===== src/rtl/fpu_pkg.sv =====
// fpu_pkg: shared constants for the FPU compare/classify sequencer.
//   - opcodes of the compare/classify group
//   - FSM state constants
//   - FP80 field positions and special exponent/mantissa values
//   - FXAM class encodings ({C3,C2,C0})
//   - fp_class_t: classifier result record
package fpu_pkg;

  localparam logic [7:0] OP_FCOM   = 8'h60;
  localparam logic [7:0] OP_FCOMP  = 8'h61;
  localparam logic [7:0] OP_FCOMPP = 8'h62;
  localparam logic [7:0] OP_FTST   = 8'h63;
  localparam logic [7:0] OP_FXAM   = 8'h64;

  typedef logic [2:0] state_t;
  localparam state_t ST_IDLE = 3'd0;
  localparam state_t ST_RDA  = 3'd1;
  localparam state_t ST_RDB  = 3'd2;
  localparam state_t ST_EVAL = 3'd3;
  localparam state_t ST_POP1 = 3'd4;
  localparam state_t ST_POP2 = 3'd5;
  localparam state_t ST_DONE = 3'd6;

  localparam int FP_SIGN    = 79;
  localparam int FP_EXP_HI  = 78;
  localparam int FP_EXP_LO  = 64;
  localparam int FP_MANT_HI = 63;
  localparam int FP_MANT_LO = 0;

  localparam logic [14:0] EXP_MAX  = 15'h7FFF;
  localparam logic [63:0] MANT_INF = 64'h8000_0000_0000_0000;

  localparam logic [2:0] CLS_UNSUP  = 3'b000;
  localparam logic [2:0] CLS_NAN    = 3'b001;
  localparam logic [2:0] CLS_NORMAL = 3'b010;
  localparam logic [2:0] CLS_INF    = 3'b011;
  localparam logic [2:0] CLS_ZERO   = 3'b100;
  localparam logic [2:0] CLS_EMPTY  = 3'b101;
  localparam logic [2:0] CLS_DENORM = 3'b110;

  // Compare results share the {C3,C2,C0} layout.
  localparam logic [2:0] REL_GT  = 3'b000;
  localparam logic [2:0] REL_LT  = 3'b001;
  localparam logic [2:0] REL_EQ  = 3'b100;
  localparam logic [2:0] REL_BAD = 3'b111;

  typedef struct packed {
    logic       sign;
    logic       is_nan;
    logic       is_inf;
    logic       is_zero;
    logic       is_denorm;
    logic       is_unnormal;
    logic [2:0] cls;
  } fp_class_t;

  function automatic logic is_group_op(input logic [7:0] op);
    return (op >= OP_FCOM) && (op <= OP_FXAM);
  endfunction

endpackage


===== src/rtl/fpu_classify.sv =====
// fpu_classify: combinational FP80 operand classifier.
//   operand_i [79:0] : extended-precision operand
//   empty_i          : register tag says the slot is empty
//   class_o          : sign, NaN/inf/zero/denormal/unnormal flags and
//                      the FXAM class code (empty takes priority)
module fpu_classify
  import fpu_pkg::*;
(
  input  logic [79:0] operand_i,
  input  logic        empty_i,
  output fp_class_t   class_o
);

  logic [14:0] exp_w;
  logic [63:0] mant_w;

  assign exp_w  = operand_i[FP_EXP_HI:FP_EXP_LO];
  assign mant_w = operand_i[FP_MANT_HI:FP_MANT_LO];

  always_comb begin
    class_o             = '0;
    class_o.sign        = operand_i[FP_SIGN];
    // Any max-exponent pattern other than the canonical infinity is a NaN,
    // which also covers the pseudo-infinity/pseudo-NaN encodings.
    class_o.is_nan      = (exp_w == EXP_MAX) && (mant_w != MANT_INF);
    class_o.is_inf      = (exp_w == EXP_MAX) && (mant_w == MANT_INF);
    class_o.is_zero     = (exp_w == 15'd0) && (mant_w == 64'd0);
    class_o.is_denorm   = (exp_w == 15'd0) && (mant_w != 64'd0);
    class_o.is_unnormal = (exp_w != 15'd0) && (exp_w != EXP_MAX) && !mant_w[63];

    if (empty_i)                  class_o.cls = CLS_EMPTY;
    else if (class_o.is_nan)      class_o.cls = CLS_NAN;
    else if (class_o.is_inf)      class_o.cls = CLS_INF;
    else if (class_o.is_zero)     class_o.cls = CLS_ZERO;
    else if (class_o.is_denorm)   class_o.cls = CLS_DENORM;
    else if (class_o.is_unnormal) class_o.cls = CLS_UNSUP;
    else                          class_o.cls = CLS_NORMAL;
  end

endmodule


===== src/rtl/fpu_compare_sequencer.sv =====
// fpu_compare_sequencer: sequences FCOM/FCOMP/FCOMPP/FTST/FXAM.
//   execute/instruction/stack_index : start request from the decoder
//   ready / done / error            : handshake back to the decoder
//   stk_rd_en/idx, stk_rd_data/empty: register-stack read port (1-cycle data)
//   stk_pop                         : one pulse per stack pop
//   cc_out/cc_we, ie_flag, sf_flag  : status-word condition codes and flags
// IE_MASKED=1: invalid/underflow writes CC 111 and still pops.
// IE_MASKED=0: invalid/underflow skips CC write and pops, pulses error.
module fpu_compare_sequencer
  import fpu_pkg::*;
#(
  parameter bit IE_MASKED = 1'b1
) (
  input  logic        clk,
  input  logic        reset,
  input  logic        execute,
  input  logic [7:0]  instruction,
  input  logic [2:0]  stack_index,
  output logic        ready,
  output logic        done,
  output logic        error,
  output logic        stk_rd_en,
  output logic [2:0]  stk_rd_idx,
  input  logic [79:0] stk_rd_data,
  input  logic        stk_rd_empty,
  output logic        stk_pop,
  output logic [3:0]  cc_out,
  output logic        cc_we,
  output logic        ie_flag,
  output logic        sf_flag
);

  state_t      state_q, state_d;
  logic [7:0]  op_q;
  logic [2:0]  idx_q;
  logic [79:0] a_q;
  logic        a_empty_q;
  logic [3:0]  cc_q;
  logic        cc_we_q, ie_q, sf_q, err_q;

  logic        b_is_const, reads_b, is_cmp, needs_pop;
  logic [79:0] b_data;
  logic        b_empty;
  fp_class_t   ca, cb;
  logic        underflow, invalid, bad, suppress;
  logic [2:0]  rel;
  logic [3:0]  eval_cc;

  assign b_is_const = (op_q == OP_FTST) || (op_q == OP_FXAM);
  assign reads_b    = !b_is_const;
  assign is_cmp     = (op_q != OP_FXAM);
  assign needs_pop  = (op_q == OP_FCOMP) || (op_q == OP_FCOMPP);

  // FTST/FXAM never read B; it is a fixed +0.0 that is never empty.
  assign b_data  = b_is_const ? 80'd0 : stk_rd_data;
  assign b_empty = b_is_const ? 1'b0  : stk_rd_empty;

  fpu_classify u_class_a (.operand_i(a_q),    .empty_i(a_empty_q), .class_o(ca));
  fpu_classify u_class_b (.operand_i(b_data), .empty_i(b_empty),   .class_o(cb));

  logic unused_cls;
  assign unused_cls = &{1'b0, ca.is_inf, ca.is_denorm, cb.is_inf, cb.is_denorm, cb.cls};

  assign underflow = is_cmp && (a_empty_q || b_empty);
  assign invalid   = is_cmp && (ca.is_nan || ca.is_unnormal || cb.is_nan || cb.is_unnormal);
  assign bad       = underflow || invalid;
  assign suppress  = bad && !IE_MASKED;

  // Sign/magnitude ordering: the low 79 bits order monotonically within a sign.
  always_comb begin
    rel = REL_EQ;
    if (ca.is_zero && cb.is_zero)
      rel = REL_EQ;
    else if (ca.sign != cb.sign)
      rel = ca.sign ? REL_LT : REL_GT;
    else if (a_q[78:0] == b_data[78:0])
      rel = REL_EQ;
    else if ((a_q[78:0] > b_data[78:0]) ^ ca.sign)
      rel = REL_GT;
    else
      rel = REL_LT;
  end

  always_comb begin
    if (!is_cmp)  eval_cc = {ca.cls[2], ca.cls[1], ca.sign, ca.cls[0]};
    else if (bad) eval_cc = {REL_BAD[2], REL_BAD[1], 1'b0, REL_BAD[0]};
    else          eval_cc = {rel[2], rel[1], 1'b0, rel[0]};
  end

  always_comb begin
    state_d = state_q;
    case (state_q)
      ST_IDLE: if (execute && is_group_op(instruction)) state_d = ST_RDA;
      ST_RDA:  state_d = ST_RDB;
      ST_RDB:  state_d = ST_EVAL;
      ST_EVAL: begin
        if (suppress)       state_d = ST_DONE;
        else if (needs_pop) state_d = ST_POP1;
        else                state_d = ST_DONE;
      end
      ST_POP1: state_d = (op_q == OP_FCOMPP) ? ST_POP2 : ST_DONE;
      ST_POP2: state_d = ST_DONE;
      ST_DONE: state_d = ST_IDLE;
      default: state_d = ST_IDLE;
    endcase
  end

  always_ff @(posedge clk or negedge reset) begin
    if (!reset) begin
      state_q   <= ST_IDLE;
      op_q      <= 8'd0;
      idx_q     <= 3'd0;
      a_q       <= 80'd0;
      a_empty_q <= 1'b0;
      cc_q      <= 4'd0;
      cc_we_q   <= 1'b0;
      ie_q      <= 1'b0;
      sf_q      <= 1'b0;
      err_q     <= 1'b0;
    end else begin
      state_q <= state_d;
      cc_we_q <= 1'b0;
      ie_q    <= 1'b0;
      sf_q    <= 1'b0;
      if (state_q == ST_IDLE && state_d == ST_RDA) begin
        op_q  <= instruction;
        idx_q <= stack_index;
      end
      if (state_q == ST_RDB) begin
        a_q       <= stk_rd_data;
        a_empty_q <= stk_rd_empty;
      end
      if (state_q == ST_EVAL) begin
        cc_we_q <= !suppress;
        ie_q    <= bad;
        sf_q    <= underflow;
        err_q   <= suppress;
        if (!suppress) cc_q <= eval_cc;
      end
    end
  end

  assign ready      = (state_q == ST_IDLE);
  assign done       = (state_q == ST_DONE);
  assign error      = done && err_q;
  assign stk_rd_en  = (state_q == ST_RDA) || ((state_q == ST_RDB) && reads_b);
  assign stk_rd_idx = ((state_q == ST_RDB) && reads_b) ?
                      ((op_q == OP_FCOMPP) ? 3'd1 : idx_q) : 3'd0;
  assign stk_pop    = (state_q == ST_POP1) || (state_q == ST_POP2);
  assign cc_out     = cc_q;
  assign cc_we      = cc_we_q;
  assign ie_flag    = ie_q;
  assign sf_flag    = sf_q;

endmodule

===== config.mk =====
export PLATFORM = sky130hd
export DESIGN_NAME = fpu_compare_sequencer
export DESIGN_NICKNAME = d
export VERILOG_FILES = /design/src/rtl/fpu_pkg.sv /design/src/rtl/fpu_classify.sv /design/src/rtl/fpu_compare_sequencer.sv
export SDC_FILE = /design/constraint.sdc
export NUM_CORES = 1
export LEC_CHECK = 0
export CAP_MARGIN = 20
export CORE_MARGIN = 5
export CORE_UTILIZATION = 49
export CTS_CLUSTER_DIAMETER = 80
export DETAILED_ROUTE_END_ITERATION = 6
export PLACE_DENSITY_LB_ADDON = 0.05
export REMOVE_ABC_BUFFERS = 1
export SYNTH_ARGS = -nofsm -noshare
export SYNTH_HDL_FRONTEND = slang
export SYNTH_SLANG_ARGS = --single-unit

===== constraint.sdc =====
create_clock -name clk -period 4 [get_ports clk]
set_input_delay 1 -clock clk [delete_from_list [all_inputs] [get_ports clk]]
set_output_delay 1 -clock clk [all_outputs]
set_load 0.02 [all_outputs]

Word-level counts from Yosys, hierarchy flattened
Cells that the tools add are included.
- bits in registers: 102
- bits in latches: 0
- memory bits (writable): 0
- bits in read-only memories: 0
- input bits: 95
- output and inout bits: 15
- logic and storage cells: 95
- memories: 0
- $add $sub $neg: 0
- $mul: 0
- div/mod/pow operators: 0
- magnitude comparators: 3
- equality and inequality tests: 21
- shifts and indexed selects: 0
- multiplexer cells: 24
- bitwise logic cells: 1
- reduce and logical (&&, ||, !) cells: 37
- operators with widths (operator ; number):
    zero test 64 bit ; 2
    inequality test 64 bit, second input constant ; 2
    two-way mux 80 bit ; 1
    == test 79 bit ; 1
    greater-than comparator 79 bit ; 1
    == test 64 bit, second input constant ; 1
    nonzero test 64 bit ; 1
    two-way mux 3 bit ; 11
    == test 8 x 7 -> 1 bit, second input constant ; 4
    == test 15 bit, second input constant ; 2
    zero test 15 bit ; 2
    inequality test 15 bit, second input constant ; 2
    nonzero test 15 bit ; 2
    case mux 3 bit (6 select lines) ; 1
    logical AND 1 bit ; 17
    == test 3 bit, second input constant ; 3
    logical OR 1 bit ; 9
    >= comparator 8 x 7 -> 1 bit, second input constant ; 1
    <= comparator 8 x 7 -> 1 bit, second input constant ; 1
    two-way mux 4 bit ; 2
    inequality test 8 x 7 -> 1 bit, second input constant ; 1
    == test 3 x 1 -> 1 bit, second input constant ; 2
    == test 3 x 2 -> 1 bit, second input constant ; 2
    two-way mux 1 bit ; 6
    5 further kinds ; 9

Depth between registers and ports, before layout
Gate-level depths: netlist of the first run.
- depth after elaboration: 11
- depth in mapped cells: 15
- depth with buffers taken out: 12

Cells and area by module
A second synthesis of the first run with hierarchy kept.
- cells, all modules: 738
- area, all modules: 6886.6 um2
- modules (own cells, without submodules) (module ; instances ; cells each ; area an instance (um2) ; seq. area each (um2)):
    fpu_compare_sequencer ; 1 ; 650 ; 6301.0 ; 2552.4
    fpu_classify ; 2 ; 44 ; 292.8 ; 0.0

Worst setup path before layout of the first run
OpenSTA, ideal clock, no wires.
- path kind: flip-flop to flip-flop
- from: reg op_q[1]
- to: reg cc_q[0] (netlist: cc_out[0])
- arrival time: 3.644 ns
- data required time: 3.896 ns
- path slack: 0.253 ns
- stages on the path, launching flop included: 16
- cell sequence: dfrtp_1 > or3b_1 > a211o_1 > clkbuf_8 > clkbuf_1 > buf_1 > nand2_1 > ha_1 > a21o_1 > a221o_1 > a221oi_1 > o31ai_1 > a211o_1 > o21ai_0 > a21oi_1 > o311ai_1
- longest elaborated chain between the ends: 11
- elaborated cells on any way between the ends: 34
- those cells by class: 1 x order compare; 8 x eq/ne; 8 x mux; 1 x bitwise; 16 x reduce/logical
- RTL lines (what ; line ; text):
    start: declaration ; fpu_compare_sequencer.sv:34 ; logic [7:0] op_q;
    start signal: assignment ; fpu_compare_sequencer.sv:126 ; op_q <= instruction;
    == test 8 x 7 -> 1 bit ; fpu_compare_sequencer.sv:49 ; assign b_is_const = (op_q == OP_FTST) || (op_q == OP_FXAM);
    logical OR 1 bit ; fpu_compare_sequencer.sv:49 ;
    two-way mux 80 bit ; fpu_compare_sequencer.sv:55 ; assign b_data = b_is_const ? 80'd0 : stk_rd_data;
    greater-than comparator 79 bit (tied with other cells) ; fpu_compare_sequencer.sv:78 ; else if ((a_q[78:0] > b_data[78:0]) ^ ca.sign)
    bitwise XOR 1 bit (tied with other cells) ; fpu_compare_sequencer.sv:78 ;
    two-way mux 1 bit (tied with other cells) ; fpu_compare_sequencer.sv:78 ;
    two-way mux 3 bit / logical OR 1 bit (equally long branches) ; fpu_compare_sequencer.sv:76, fpu_compare_sequencer.sv:65 ;
    two-way mux 3 bit / logical AND 1 bit (equally long branches) ; fpu_compare_sequencer.sv:74, fpu_compare_sequencer.sv:65 ;
    two-way mux 3 bit / logical OR 1 bit (equally long branches) ; fpu_compare_sequencer.sv:72, fpu_compare_sequencer.sv:66 ;
    two-way mux 4 bit ; fpu_compare_sequencer.sv:86 ; else if (bad) eval_cc = {REL_BAD[2], REL_BAD[1], 1'b0, REL_BAD[0]};
    two-way mux 4 bit (*) ; fpu_compare_sequencer.sv:85 ; if (!is_cmp) eval_cc = {ca.cls[2], ca.cls[1], ca.sign, ca.cls[0]};
    end signal: assignment ; fpu_compare_sequencer.sv:138 ; if (!suppress) cc_q <= eval_cc;
    end: declaration ; fpu_compare_sequencer.sv:38 ; logic [3:0] cc_q;
Mark *: on every way between the ends. The rest lies on a longest branch, timed or not.
A chain may end at the register's enable or synchronous reset.

Final worst setup path of the first run
- from: reg op_q[1]
- to: out stk_rd_idx[1]
- longest elaborated chain between the ends: 5
- elaborated cells on any way between the ends: 8
- those cells by class: 3 x eq/ne; 2 x mux; 3 x reduce/logical
- RTL lines (what ; line ; text):
    == test 8 x 7 -> 1 bit ; fpu_compare_sequencer.sv:49 ;
    logical OR 1 bit ; fpu_compare_sequencer.sv:49 ;
    zero test 1 bit ; fpu_compare_sequencer.sv:50 ; assign reads_b = !b_is_const;
    logical AND 1 bit ; fpu_compare_sequencer.sv:147 ; assign stk_rd_idx = ((state_q == ST_RDB) && reads_b) ?
    two-way mux 3 bit (*) ; fpu_compare_sequencer.sv:147 ;
    end: declaration ; fpu_compare_sequencer.sv:23 ; output logic [2:0] stk_rd_idx,
Marks and branches as above.

==> summary.md, run 1 <==
| Metric | Value |
|---|---|
| Root Buffer | clkbuf_16 |
| Post-synth cell types | 53 |
| Sequential area share after synthesis | 39.3% |
| Final ANT Viol Nets | 0 |
| Clk buf depth | 2 |
| Hold slack final | 0.470 ns |
| Antenna violations before repair | 0 |
| Crit path kind | register to primary output |
| Setup-failing EPs final | 0 |
| Pin count of the biggest net entering global routing | 84 |
| Placeable Area | 13100 µm² |
| Yosys warnings | 0 |
| Number of enable flip-flop cells after synthesis | 0 |
| Psw | 1.91 mW |
| Overall routing resource usage | 21.0% |
| Pint | 3.26 mW |
| Clock share of power | 17.0% |
| # nets final | 916 |
| Hold_buf cts | 0 |
| Syn-to-layout area delta | 24.3% |
| Cells after Synth | 638 |
| Cell Pwr Density | 641 nW/µm² |
| Resize count post-CTS | 0 |
| Worst VDD drop | 0.347 mV |
| Fin worst setup slack | 0.287 ns |
| Number of synthesized register bits | 102 |
| Mean Syn Cell Area | 10.2 µm² |
| Synth area leader | dfrtp_1 |
| Ports | 110 |
| Total CTS buffers | 9 |
| Crit path max fanout | 21 |
| F_max | 0.269 GHz |
| Residual DRC | 0 |
| Global-route wire length before repair | 27000 µm |
| Area share of fa/ha/maj cells after synthesis | 15.2% |
| Fraction of layout cells with a size suffix above 1 | 15.7% |
| P_leak | 3.58 nW |
| Most frequent cell after synthesis | nand2_1 |
| Setup Buffers After CTS | 0 |
| Synth Area in Compound Gates | 8.55% |
| Final worst path period need | 3.71 ns |
| Drt via density | 5.79 |
| Fin. max-slew vios | 0 |
| Slew @ Worst Pin | 1.12 ns |
| Simple-Gate Fraction of Synth Area | 20.0% |
| Worst min path class | register to register |
| Crit end category | primary output |
| Syn Std Cell Area | 6490 µm² |
| Required @ worst endpoint | 3.00 ns |
| Combinational cell fraction of total power | 45.0% |
| Sequential Power Share | 37.9% |
| Count of final hold-check violations | 0 |
| Final RePlAce weighted congestion | 0.874 |
| Setup_tns | 0 ns |
| Drt first-iter violations | 380 |
| Async SR Flop Fraction | 100% |
| Global route total overflow | 0 |
| Port buffer count | 108 |
| Die Wd | 125 µm |
| Detail Placement HPWL | 12600 µm |
| Ranking of synthesized cells by area | dfrtp_1 (39%), ha_1 (15%), mux2_2 (15%) |
| Max-cap viol count | 0 |
| Synth top area share | 39.3% |
| Clock Skews | 0.00585 ns |
| DR pass1 iterations | 6 |
| Largest family of logic cells by synthesized area | simple AND/OR/NAND/NOR gates |
| Avg WL per Cell | 17.6 µm |
| CTS tree | done |
| Data arrival, critical path | 2.71 ns |
| Die area | 15700 µm² |
| Synth Flop Type | dfrtp_1 |
| Number of core rows | 42 |
| Routed vias | 5348 |
| Switch share | 36.9% |
| Clock sink count | 102 |
| Status | finished, final reports clean |
| Synth Area in XOR/XNOR | 0.135% |
| Die H | 125 µm |
| Vias in the first global route | 5480 |
| Place WS | 0.141 ns |
| # diodes | 0 |
| RSZ-0062 raised after global routing | no |
| H-tree Lvls | 3 |
| Skew-Pair Late Insertion Delay | 0.35 ns |
| Post-synth top cells | nand2_1 (106), dfrtp_1 (102), mux2_2 (85) |
| CP startpoint kind | register |
| Crit share post-route | 92.8% |
| Routed WL | 16300 µm |
| FF-to-FF setup slack | 0.30 ns |
| Max-slew headroom | 25.0% |
| Initial core utilization | 49.4% |
| Post-synthesis mux area share | 14.9% |
| Reg clk slew, reported paths | 0.07 ns |
[power groups by stage]
stage	Combinational (mW)	Sequential, mW	Clock (mW)
2_1_floorplan	1.71	1.87	0
3_3_place_gp	2.25	1.96	0
3_5_place_dp	2.32	1.98	0
4_1_cts	2.34	1.96	0.909
5_1_grt	2.61	2.03	0.949
6_report	2.33	1.96	0.881
[worst max-delay path, cell delays in order, from the launching register on]
cell	delay (ns)
dfrtp_1	0.44
or3b_1	0.42
a211o_2	0.38
buf_4	0.22
and2_1	0.19
and3_1	0.18
clkdlybuf4s50_1	0.53
[flip-flops by register name (all words and copies together), names as in the netlist]
name / cells
a_q: 80
op_q: 8
cc_out: 4
idx_q: 3
state_q: 3
a_empty_q: 1
cc_we: 1
ie_flag: 1
sf_flag: 1
[metal layers]
metal	global-route usage (%)	up-vias	share of wire [%]
met5	0	-	0
met4	3.89	0	0.75
met3	4.61	10	4.4
met2	35.4	117	48
met1	28.3	2618	47
li1	-	2603	-
[final cells by class]
| class | count | area, µm² |
|---|---|---|
| inverter | 5 | 18.8 |
| clock buffer | 9 | 225 |
| tap | 176 | 220 |
| clock inverter | 7 | 75.1 |
| multi-input combinational | 509 | 3830 |
| sequential | 102 | 2550 |
| timing repair buffer | 115 | 1160 |
| fill | 1134 | 5060 |
[path summary, 6_finish.rpt]
kind,from,to,depth (start not counted)
setup / recovery,op_q[1],stk_rd_idx[1],6
hold / removal,op_q[6],op_q[6],1
hold reg to reg,op_q[6],op_q[6],1
max in group asynchronous,reset,a_q[63],2
min in group asynchronous,reset,a_q[42],1
setup reg to reg,op_q[1],cc_out[0],13
[cell usage in the layout (no fill, tap or decap), types with 3 or more instances in the layout]
cell             synthesis  final
nor2b_1                  6      6
a21oi_1                 32     32
ha_1                    79     79
a221oi_1                 3      3
nor3_1                  10     10
o21a_1                   4      4
clkbuf_16                0      9
o31ai_1                  3      3
nor2_1                   9      9
buf_4                    1      6
nand3_1                 13     13
a21o_1                   7      7
nand2b_1                 4      4
nand2_1                106    106
inv_1                    5      5
and4_1                   5      5
and2_1                   8      7
clkinvlp_4               0      3
and3_1                   5      5
nor4_1                  42     42
o21ai_0                 23     23
nand4_1                 30     30
mux2_2                  85     85
clkdlybuf4s50_1          0    107
dfrtp_1                102    102
a211oi_1                 5      5
[per-stage QoR]
step | cells | util, % | instance area [µm²] | total power [mW]
2_1_floorplan | 616 | - | 6390 | 3.58
3_3_place_gp | 907 | 59.2 | 7770 | 4.22
3_5_place_dp | 907 | 59.2 | 7770 | 4.30
4_1_cts | 923 | 61.5 | 8070 | 5.21
5_1_grt | 923 | 61.5 | 8070 | 5.59
6_report | 923 | 61.5 | 8070 | 5.18
[kinds of logic (layout without fill, tap and decap cells)]
kind of cell / after synthesis / count (layout)
AND/OR/NAND/NOR: 252 / 252
flip-flops: 102 / 102
AO/OA/AOI/OAI: 90 / 90
multiplexers: 86 / 86
adder cells (fa/ha/maj): 79 / 79
buffers and inverters: 27 / 136
other: 1 / 1
XOR/XNOR: 1 / 1
Power figures use the tool's default switching activity.
==> run 2, diff against run 1 <==
Settings changed: CTS_CLUSTER_SIZE set to 16.
==> results of run 2 <==
Final layout, timing and power as in run 1 (identical DEF).
